[src/rtl/mips_run_ctrl.sv]
// Load/run sequencer for a small MIPS core: streams a program into instruction
// memory, optionally seeds the register file, clears the core and times its run.
module mips_run_ctrl #(
    parameter int unsigned ADDR_W  = 10,
    parameter int unsigned TIMEOUT = 1024,
    parameter int unsigned CNT_W   = 16
) (
    input  logic              clk1,
    input  logic              reset,
    input  logic              start,
    input  logic              abort,
    input  logic              reg_init_en,
    input  logic              prog_valid,
    output logic              prog_ready,
    input  logic [31:0]       prog_data,
    input  logic              prog_last,
    output logic              mem_we,
    output logic [ADDR_W-1:0] mem_addr,
    output logic [31:0]       mem_wdata,
    output logic              rf_we,
    output logic [4:0]        rf_addr,
    output logic [31:0]       rf_wdata,
    output logic              cpu_clear,
    output logic              cpu_run,
    input  logic              cpu_halted,
    output logic              busy,
    output logic              done,
    output logic              error,
    output logic [1:0]        err_code,
    output logic [CNT_W-1:0]  cycles
);

    typedef enum logic [2:0] {
        S_IDLE, S_LOAD, S_RINIT, S_CLEAR, S_RUN, S_DONE, S_ERR
    } state_t;

    state_t            state, state_n;
    logic [ADDR_W-1:0] idx, idx_n;
    logic [4:0]        k, k_n;
    logic [CNT_W-1:0]  cyc_n, cyc_inc;
    logic [1:0]        err_n;
    logic              accept, go, timeout_hit;

    always_comb begin
        accept      = prog_ready && prog_valid;
        go          = start && !abort &&
                      (state == S_IDLE || state == S_DONE || state == S_ERR);
        cyc_inc     = (cycles == '1) ? cycles : cycles + 1'b1;
        timeout_hit = 32'(cyc_inc) >= TIMEOUT;
    end

    always_ff @(posedge clk1 or posedge reset) begin
        if (reset) state <= S_IDLE;
        else       state <= state_n;
    end

    always_comb begin
        state_n = state;
        if (abort) begin
            state_n = S_IDLE;
        end else begin
            case (state)
                S_IDLE, S_DONE, S_ERR: if (start) state_n = S_LOAD;
                S_LOAD: begin
                    // prog_last beats the address-overflow check on the same beat
                    if (accept) begin
                        if (prog_last)      state_n = reg_init_en ? S_RINIT : S_CLEAR;
                        else if (idx == '1) state_n = S_ERR;
                    end
                end
                S_RINIT: if (k == 5'd30) state_n = S_CLEAR;
                S_CLEAR: state_n = S_RUN;
                S_RUN: begin
                    if (cpu_halted)       state_n = S_DONE;
                    else if (timeout_hit) state_n = S_ERR;
                end
                default: state_n = S_IDLE;
            endcase
        end
    end

    always_comb begin
        idx_n = idx;
        cyc_n = cycles;
        err_n = err_code;
        k_n   = (state_n == S_RINIT && state == S_RINIT) ? k + 5'd1 : '0;
        if (go) begin
            idx_n = '0;
            cyc_n = '0;
            err_n = '0;
        end else if (!abort) begin
            if (accept)          idx_n = idx + 1'b1;
            if (state == S_RUN)  cyc_n = cyc_inc;
            if (state_n == S_ERR && state != S_ERR)
                err_n = (state == S_LOAD) ? 2'd1 : 2'd2;
        end
    end

    // Every output is a register loaded from next-state values, so the
    // strobes line up with the state they belong to.
    always_ff @(posedge clk1 or posedge reset) begin
        if (reset) begin
            idx        <= '0;
            k          <= '0;
            cycles     <= '0;
            err_code   <= '0;
            prog_ready <= 1'b0;
            mem_we     <= 1'b0;
            mem_addr   <= '0;
            mem_wdata  <= '0;
            rf_we      <= 1'b0;
            rf_addr    <= '0;
            rf_wdata   <= '0;
            cpu_clear  <= 1'b0;
            cpu_run    <= 1'b0;
            busy       <= 1'b0;
            done       <= 1'b0;
            error      <= 1'b0;
        end else begin
            idx        <= idx_n;
            k          <= k_n;
            cycles     <= cyc_n;
            err_code   <= err_n;
            prog_ready <= (state_n == S_LOAD);
            mem_we     <= accept && !abort;
            if (accept) begin
                mem_addr  <= idx;
                mem_wdata <= prog_data;
            end
            rf_we      <= (state_n == S_RINIT);
            rf_addr    <= k_n;
            rf_wdata   <= {27'd0, k_n};
            cpu_clear  <= (state_n == S_CLEAR);
            cpu_run    <= (state_n == S_RUN);
            busy       <= state_n inside {S_LOAD, S_RINIT, S_CLEAR, S_RUN};
            done       <= (state_n == S_DONE);
            error      <= (state_n == S_ERR);
        end
    end

endmodule

[config.mk]
export PLATFORM = sky130hd
export DESIGN_NAME = mips_run_ctrl
export DESIGN_NICKNAME = d
export VERILOG_FILES = /design/src/rtl/mips_run_ctrl.sv
export SDC_FILE = /design/constraint.sdc
export NUM_CORES = 1
export LEC_CHECK = 0
export ABC_AREA = 1
export BUFFER_PORTS_ARGS = -buffer_cell sky130_fd_sc_hd__buf_4
export CORE_AREA = 8 8 104 125
export CTS_BUF_LIST = sky130_fd_sc_hd__clkbuf_4
export DETAILED_ROUTE_END_ITERATION = 8
export DIE_AREA = 0 0 112 133
export PLACE_DENSITY_LB_ADDON = 0.08
export REMOVE_ABC_BUFFERS = 1
export SETUP_SLACK_MARGIN = 0.02
export SYNTH_ARGS = -nofsm -noshare
export SYNTH_HDL_FRONTEND = slang
export SYNTH_SLANG_ARGS = --single-unit
export TNS_END_PERCENT = 30
[constraint.sdc]
create_clock -name clk1 -period 2.5 [get_ports clk1]
set_input_delay 0.125 -clock clk1 [delete_from_list [all_inputs] [get_ports clk1]]
set_output_delay 0.125 -clock clk1 [all_outputs]
set_load 0.03 [all_outputs]
; Word level (Yosys, flattened, before mapping)
; Cells that the tools add are included.
[word_totals]
word_cells = 76
memories = 0
in_bits = 40
latchBits = 0
output_inout_bits = 105
mem_bits_ro = 0
ram_bits = 0
reg_bits = 86
[op_classes]
bitwise_logic = 0
shift = 0
reduce_logical = 18
n_div = 0
n_lt_le_gt_ge = 1
multipliers = 0
addsub = 3
n_mux = 22
eq_ne = 17
[ops]
columns = op, count
row1 = two-way mux 16 bit, 4
row2 = two-way mux 10 bit, 3
row3 = two-way mux 3 bit, 8
row4 = "== test 3 bit, second input constant", 6
row5 = "adder 16 x 1 -> 16 bit, second input constant", 1
row6 = "== test 16 bit, second input constant", 1
row7 = ">= comparator 16 x 11 -> 1 bit, second input constant", 1
row8 = one-hot mux 3 bit (5 select lines), 1
row9 = "== test 3 x 2 -> 1 bit, second input constant", 4
row10 = "adder 10 x 1 -> 10 bit, second input constant", 1
row11 = "== test 10 bit, second input constant", 1
row12 = two-way mux 2 bit, 4
row13 = "== test 3 x 1 -> 1 bit, second input constant", 2
row14 = logical AND 1 bit, 6
row15 = AND reduction 2 bit, 3
row16 = nonzero test 2 bit, 3
row17 = "adder 5 x 1 -> 5 bit, second input constant", 1
row18 = "== test 5 bit, second input constant", 1
row19 = two-way mux 5 bit, 1
row20 = nonzero test 4 bit, 1
row21 = zero test 3 bit, 1
row22 = "inequality test 3 bit, second input constant", 1
row23 = OR reduction 3 bit, 1
row24 = logical OR 1 bit, 2
row25 = 3 further kinds, 3

; Longest topological paths before layout
; Gate-level depths: netlist of run 1.
[logic_depth]
depth_word = 12
mapped_depth = 15
depth_no_buf = 15

; Worst setup path after synthesis of run 1
; No wires, ideal clock.
[synth_timing]
path_type = reg-to-reg
startpoint = register cycles[1]
endpoint = register busy
arrival_time_ps = 1925
path_slack_ps = 453
synth_period_minus_slack_ps = 2047
required_time_ps = 2378
stages_incl_launch_ff = 15
setup_ps = 122
path_buffers = 0
cell_sequence = dfrtp_1 ha_1 nand3_2 nor2_4 nand2_1 nand2_1 nand3_2 nor2_1 nand4_1 nand2_2 nand2_4 nand2_2 nand2_1 nand2_1 o21ai_1
[synth_between]
elab_chain_len = 9
word_cells_on_any_way = 13
cone_classes = 1 x add/sub / 1 x order compare / 5 x eq/ne / 5 x mux / 1 x reduce/logical
[synth_lines]
columns = item, line_no
row1 = from (decl), 30  ; output logic [CNT_W-1:0] cycles
row2 = from (signal assigned), 122  ; cycles <= cyc_n;
row3 = adder 16 x 1 -> 16 bit or == test 16 bit (tied branches), 48  ; cyc_inc = (cycles == '1) ? cycles : cycles + 1'b1;
row4 = two-way mux 16 bit *, 48
row5 = >= comparator 16 x 11 -> 1 bit *, 49  ; timeout_hit = 32'(cyc_inc) >= TIMEOUT;
row6 = two-way mux 3 bit *, 75  ; else if (timeout_hit) state_n = S_ERR;
row7 = two-way mux 3 bit *, 74  ; if (cpu_halted) state_n = S_DONE;
row8 = one-hot mux 3 bit (5 select lines) *, 62  ; case (state)
row9 = two-way mux 3 bit *, 59  ; if (abort) begin
row10 = == test 3 x 1 -> 1 bit (tied with other cells), 135  ; busy <= state_n inside {S_LOAD, S_RINIT, S_CLEAR, S_RUN};
row11 = nonzero test 4 bit *, 135
row12 = to (signal assigned), 135
row13 = to (decl), 26  ; output logic busy,
; Mark *: on every way between the ends. The rest lies on a longest branch, timed or not.
; A chain may end at the register's enable or synchronous reset.

; Worst setup path in the final report of run 1
[layout_timing]
startpoint = register state[0]
endpoint = register cycles[9]
[layout_between]
elab_chain_len = 6
word_cells_on_any_way = 11
cone_classes = 4 x eq/ne / 1 x mux / 6 x reduce/logical
[layout_lines]
columns = item, line_no
row1 = from (decl), 37  ; state_t state, state_n;
row2 = from (signal assigned), 54  ; else state <= state_n;
row3 = == test 3 bit or zero test 3 bit (tied branches), 47  ; (state == S_IDLE || state == S_DONE || state == S_ERR);
row4 = logical OR 1 bit (2 in a row), 47
row5 = logical AND 1 bit, 46  ; go = start && !abort &&
row6 = inequality test 2 x 1 -> 1 bit (no source line) or nonzero test 2 bit (tied branches), -
row7 = AND reduction 2 bit (no source line), -
; Parallel ways exist; a longest one is shown, timed or not.

==> flow_summary.ini, run 1 <==
[sta]
max_freq_mhz = 479
setup_slack_ns = 0.413
skew_ns = 0.0116
slew_viol_final = 0
final-hold-violation-count = 0
relSlewSlack_pct = 59.9
worstMarginPinSlew_ns = 0.600
rsz0062_at_grt = false
setup_viol = 0
timing.final.crit_share_pct = 83.5
fin_crit_ns = 2.09
holdWs_ns = 0.0766
fin_setup_tns_ns = 0

[yosys]
syn-instance-count = 507
synth_area_leaders = dfrtp_1 (50%), nand2_1 (14%), buf_4 (5.6%), inv_1 (3.2%), nand3_1 (3.0%)
synth_ff_type = dfrtp_1
synthArstFlopShare_pct = 100
synth_top_cell_area_share_pct = 50.2
ys_seq_area_share_pct = 50.2
ys_ff_latch = 86
synth_top_cell_by_area = dfrtp_1
synth_edf_count = 0
yosysWarnings = 0
avgSynthCellArea_sq_um = 8.45
synth_most_common_cell = nand2_1
ys_types = 44
synth_area_sq_um = 4290
synthTopCellsByCount = nand2_1 (165), dfrtp_1 (86), inv_1 (36)

[placed_design]
dpl.cell_count = 746
pre_cts_ws_ns = 0.456
gp_congestion = 0.865
place_hpwl_um = 8430
portBuffers = 117

[floorplan]
core_area_sq_um = 10900
fp.dieH_um = 133
dieWidth_um = 112
num_rows = 42
start_util_pct = 39.2
die-area_sq_um = 14900
io_pins = 145

[grt]
grt_pass1_vias = 3776
antenna_found_initial = 0
grt.total_usage_pct = 15.6
grt_first_pass_wirelength_um = 18900
overflow = 0
grt_max_degree = 36

[finish]
diodes = 0
regArea_sq_um = 2150
area_growth_pct = 31.5
layout.cells.non_filler = 796
nFillCells = 1037
final_util_pct = 51.6
fin_nets = 703
multi_input_area_sq_um = 1780
drive_gt1_share_pct = 26.4

[setup_path]
crit_required_ns = 2.80
slowest_stage = dfrtp_1
cp-startpoint = state[0]$_DFF_PP0_
critPathMaxStageDelay_ns = 0.44
endpoint_kind = flip-flop
critical_path_class = reg -> reg
path_cells = inv_1 > nand2_1 > nand2_1 > nand2_1 > o21ai_2 > nand3_4 > nand2_4 > o21ai_2 > nor2_4 > inv_2 > nor3_2 > a211oi_1
path_common_cell = nand2_1
cp-endpoint = cycles[9]$_DFFE_PP0P_
ff2ff_path_depth = 12
r2r-start = state[0]$_DFF_PP0_
r2r_end = cycles[9]$_DFFE_PP0P_
reg2reg_slack_ns = 0.41
path_max_fanout = 16
crit_path_start_kind = flip-flop
cp.arrival_ns = 2.39

[clocking]
cts.sinks = 86
postCtsSetupBuffers = 0
cts_tree = built
cts-buffers-inserted = 9
path_clk_slew_ns = 0.13
cts_root_buf = clkbuf_4
clk_latency_ns = 0.42
clockBufferDepth = 2
htreeDepth = 3

[power_and_ir_drop]
leakagePower_nw = 2.89
ir_drop_mv = 0.307
power_density_nw_per_um2 = 832

[routing]
dr.pass1.iters = 5
drcViolationCount = 0
post_drt_wl_per_cell_um = 14.4
vias_per_cell = 4.70
detail-route-antenna-nets = 0
drtIter0Drc = 270
wl_um = 11400
vias = 3740

[status]
status = completed

[job]
drv_cap = 0

[worst_hold_path]
worstHoldStart = prog_valid
worstHoldPathType = in -> reg
## through the flow
step	instance area (sq um)	total power, mW
final	5640	4.69
after detailed placement	5180	4.02
after global placement	5180	3.99
after CTS	5640	4.76
after global routing	5640	5.02
after floorplan	4100	3.20
## worst min path at each step
| stage | endpoint | slack, ns | cells past startpoint |
|---|---|---|---|
| floorplan | mem_we$_DFF_PP0_ | 0.20 | 1 |
| global placement | mem_wdata[11]$_DFFE_PP0P_ | 0.22 | 2 |
| detailed placement | mem_wdata[3]$_DFFE_PP0P_ | 0.22 | 2 |
| CTS | mem_we$_DFF_PP0_ | 0.05 | 3 |
| global route | mem_we$_DFF_PP0_ | 0.05 | 3 |
| finish | mem_we$_DFF_PP0_ | 0.08 | 3 |
## cell type report
cell class	instances	area share, %
Clock inverter	6	0.666
Inverter	45	3.02
Multi-Input combinational cell	361	31.6
Timing Repair Buffer	156	22.3
Clock buffer	10	1.33
Tap cell	132	2.93
Sequential cell	86	38.2
## routing by layer
layer	global-route usage (%)	vias to the layer above	wire, um
met3	4.55	12	696
met1	18.9	1744	4980
met5	0	-	0
met4	5.18	0	94
met2	26.0	113	5670
li1	-	1871	-
## placed cells by master (no fill, tap or decap), drive strengths merged, types with 4 or more instances in the layout
cell type / count
a21oi: 11
buf: 122
clkbuf: 10
clkinv: 7
conb: 27
dfrtp: 86
dlygate4sd3: 34
ha: 4
inv: 43
nand2: 175
nand3: 30
nand4: 12
nor2: 38
nor3: 13
o21ai: 26
xor2: 5
## cell families (layout without fill, tap and decap cells)
logic type                 Yosys count  count (layout)  synth area share [%]
other                                1              27                0.0875
DFF                                 86              86                  50.2
xor gates and xnor gates             6               6                  1.23
AOI/OAI and AO/OA                   49              49                  6.57
buffers and inverters               86             217                  10.5
and+or+nand+nor                    275             275                  30.2
adders and majority gates            4               4                  1.17
## registers in the layout, indices dropped and copies added, names as in the netlist, 2 cells and up
name,flops
mem_wdata,32
rf_wdata,5
mem_addr,10
idx,10
cycles,16
err_code,2
state,3
## where the power goes
group	leakage, nW	internal [mW]	switching, mW
clock network	0.0618	0.213	0.470
registers	1.14	1.74	0.196
logic	1.69	0.721	1.35
total	2.89	2.67	2.02
## repair_timing
item                                    in CTS  in global routing
hold buffers                                34                  0
endpoints found under the setup margin       0                  0
hold endpoints to repair                    66                  0
resized for setup                            0                  0
## critical path, delay by kind of cell (launching register included)
family                 cells  cell delay [ns]
AOI/OAI and AO/OA          3             0.33
and+or+nand+nor            7             0.95
DFF                        1             0.44
buffers and inverters      2             0.25
No activity file was read; power rests on OpenSTA's default activity.
==> run 2: changes to the inputs <==
Clock period 2.5 ns to 1.8 ns, I/O delays scaled along.
==> run 2 against run 1 <==
Net effect:
- the run now ends with setup timing left
- sequential share of layout area down 4.7 points
- total power grew 54%
- via count up 6.8%
- sequential power rose by 39%
- utilization grew 7.4 points
- first-iteration DRC count fell by 24%
- critical path depth shrank 1
- combinational power rose by 52%
- critical path type unchanged
- critical endpoint is now rf_wdata[0]$_DFF_PP0_
- highest routed layer unchanged
==> flow_summary.ini, run 2 (synthesis results as in run 1) <==
[setup_path]
cp.arrival_ns = 2.23
path_max_fanout = 6
endpoint_kind = flip-flop
crit_path_start_kind = flip-flop
crit_required_ns = 2.16
critical_path_class = reg -> reg

[sta]
final-hold-violation-count = 0
fin_crit_ns = 1.88
fin_setup_tns_ns = -0.512
max_freq_mhz = 533
setup_viol = 9
skew_ns = 0.0151
setup_slack_ns = -0.0777
timing.final.crit_share_pct = 104
rsz0062_at_grt = true
slew_viol_final = 0

[job]
drv_cap = 0

[grt]
overflow = 0
grt_max_degree = 35
antenna_found_initial = 0
grt.total_usage_pct = 16.2
grt_pass1_vias = 4114
grt_first_pass_wirelength_um = 20000

[finish]
layout_common_cells = buf_4 (187), nand2_1 (155), dfrtp_1 (83), dlygate4sd3_1 (34), inv_1 (33)
stdcell_area_sq_um = 6440
final_util_pct = 58.9
layout_commonest_cell = buf_4
drive_gt1_share_pct = 38.9
largest_reg_flops = 32
diodes = 0
regMostFlops = mem_wdata
fin_nets = 771
area_growth_pct = 50.3
top_regs = mem_wdata (32), cycles (16)
layout.cells.non_filler = 864

[floorplan]
num_rows = 42
io_pins = 145
dieWidth_um = 112
start_util_pct = 39.2
fp.dieH_um = 133
die-area_sq_um = 14900
core_area_sq_um = 10900

[placed_design]
dpl.cell_count = 799
pre_cts_ws_ns = -0.128
portBuffers = 117
place_hpwl_um = 8730
postPlaceCellArea_sq_um = 5600
gp_congestion = 0.896

[clocking]
htreeDepth = 3
clockBufferDepth = 2
clk_latency_ns = 0.43
path_clk_slew_ns = 0.13
cts_tree = built
cts.sinks = 86
cts-buffers-inserted = 9
cts_root_buf = clkbuf_4

[routing]
wl_um = 12100
drtIter0Drc = 204
dr.pass1.iters = 4
vias = 3993
detail-route-antenna-nets = 0
vias_per_cell = 4.62
drcViolationCount = 0
post_drt_wl_per_cell_um = 14.0

[status]
status = finished, violations left
violations = setup timing

[power_and_ir_drop]
leakagePower_nw = 3.33
ir_drop_mv = 0.509
power_density_nw_per_um2 = 1120

[worst_hold_path]
worstHoldPathType = in -> reg
-- run 2: changes by cell type in the layout (fill, tap and decap cells not counted), moves of 7 or more --
cell / change
nor3_1: -9
nand3_1: -7
nor3_2: +9
buf_4: +65
nand2_1: -10
nand2_2: +7
-- run 2: area by class of cell --
class / count / area (sq um)
clock inverter: 6 / 110
clock buffer: 10 / 75.1
sequential: 86 / 2160
tap: 132 / 165
inverter: 45 / 170
timing repair buffer: 224 / 1790
multi-input combinational: 361 / 1980
fill: 998 / 4490
-- run 2: worst paths after layout --
| path | from | end | slack (ns) | depth (start not counted) |
|---|---|---|---|---|
| setup / recovery | cycles[7]$_DFFE_PP0P_ | rf_wdata[0]$_DFF_PP0_ | -0.08 | 11 |
| hold / removal | prog_valid | mem_addr[6]$_DFFE_PP0P_ | 0.06 | 5 |
| setup reg to reg | cycles[7]$_DFFE_PP0P_ | rf_wdata[0]$_DFF_PP0_ | -0.08 | 11 |
| hold reg to reg | mem_addr[6]$_DFFE_PP0P_ | mem_addr[6]$_DFFE_PP0P_ | 0.50 | 2 |
| max in group asynchronous | reset | mem_wdata[30]$_DFFE_PP0P_ | 0.99 | 4 |
| min in group asynchronous | reset | mem_wdata[11]$_DFFE_PP0P_ | 0.16 | 3 |
-- run 2: metal layers --
metal / GRT usage [%] / wire (um)
met5: 0 / 0
met4: 6.54 / 204
met3: 3.41 / 629
met2: 27.8 / 6110
met1: 19.4 / 5120
-- run 2: repair_timing --
item                                    CTS  global route
hold endpoints to repair                107             0
buffers inserted                          8             7
pin swaps                                 5            12
hold buffers                             34             0
resized for setup                        33            19
endpoints found under the setup margin   18            28
-- run 2: power breakdown --
part           total [mW]  internal, mW  switching, mW
Clock                1.38         0.717          0.661
Combinational        3.15          1.18           1.97
Sequential           2.69          2.42          0.272
-- run 2: critical path, stage by stage, from the launching register on --
cell     delay [ns]
dfrtp_1        0.45
nand2_2        0.11
buf_6          0.14
nor3_4         0.22
nand2_4        0.12
nand3_2        0.10
nor2_1         0.05
nand4_1        0.10
nand2_2        0.09
nand2_4        0.10
nand4_4        0.18
nor3_2         0.15
-- run 2: metrics by stage --
step                      total power, mW  hold WS [ns]
after floorplan                      4.44         0.165
after global placement               5.69        0.0713
after detailed placement             5.72        0.0704
after CTS                            7.29        0.0244
after global routing                 7.66        0.0693
final                                7.22        0.0631
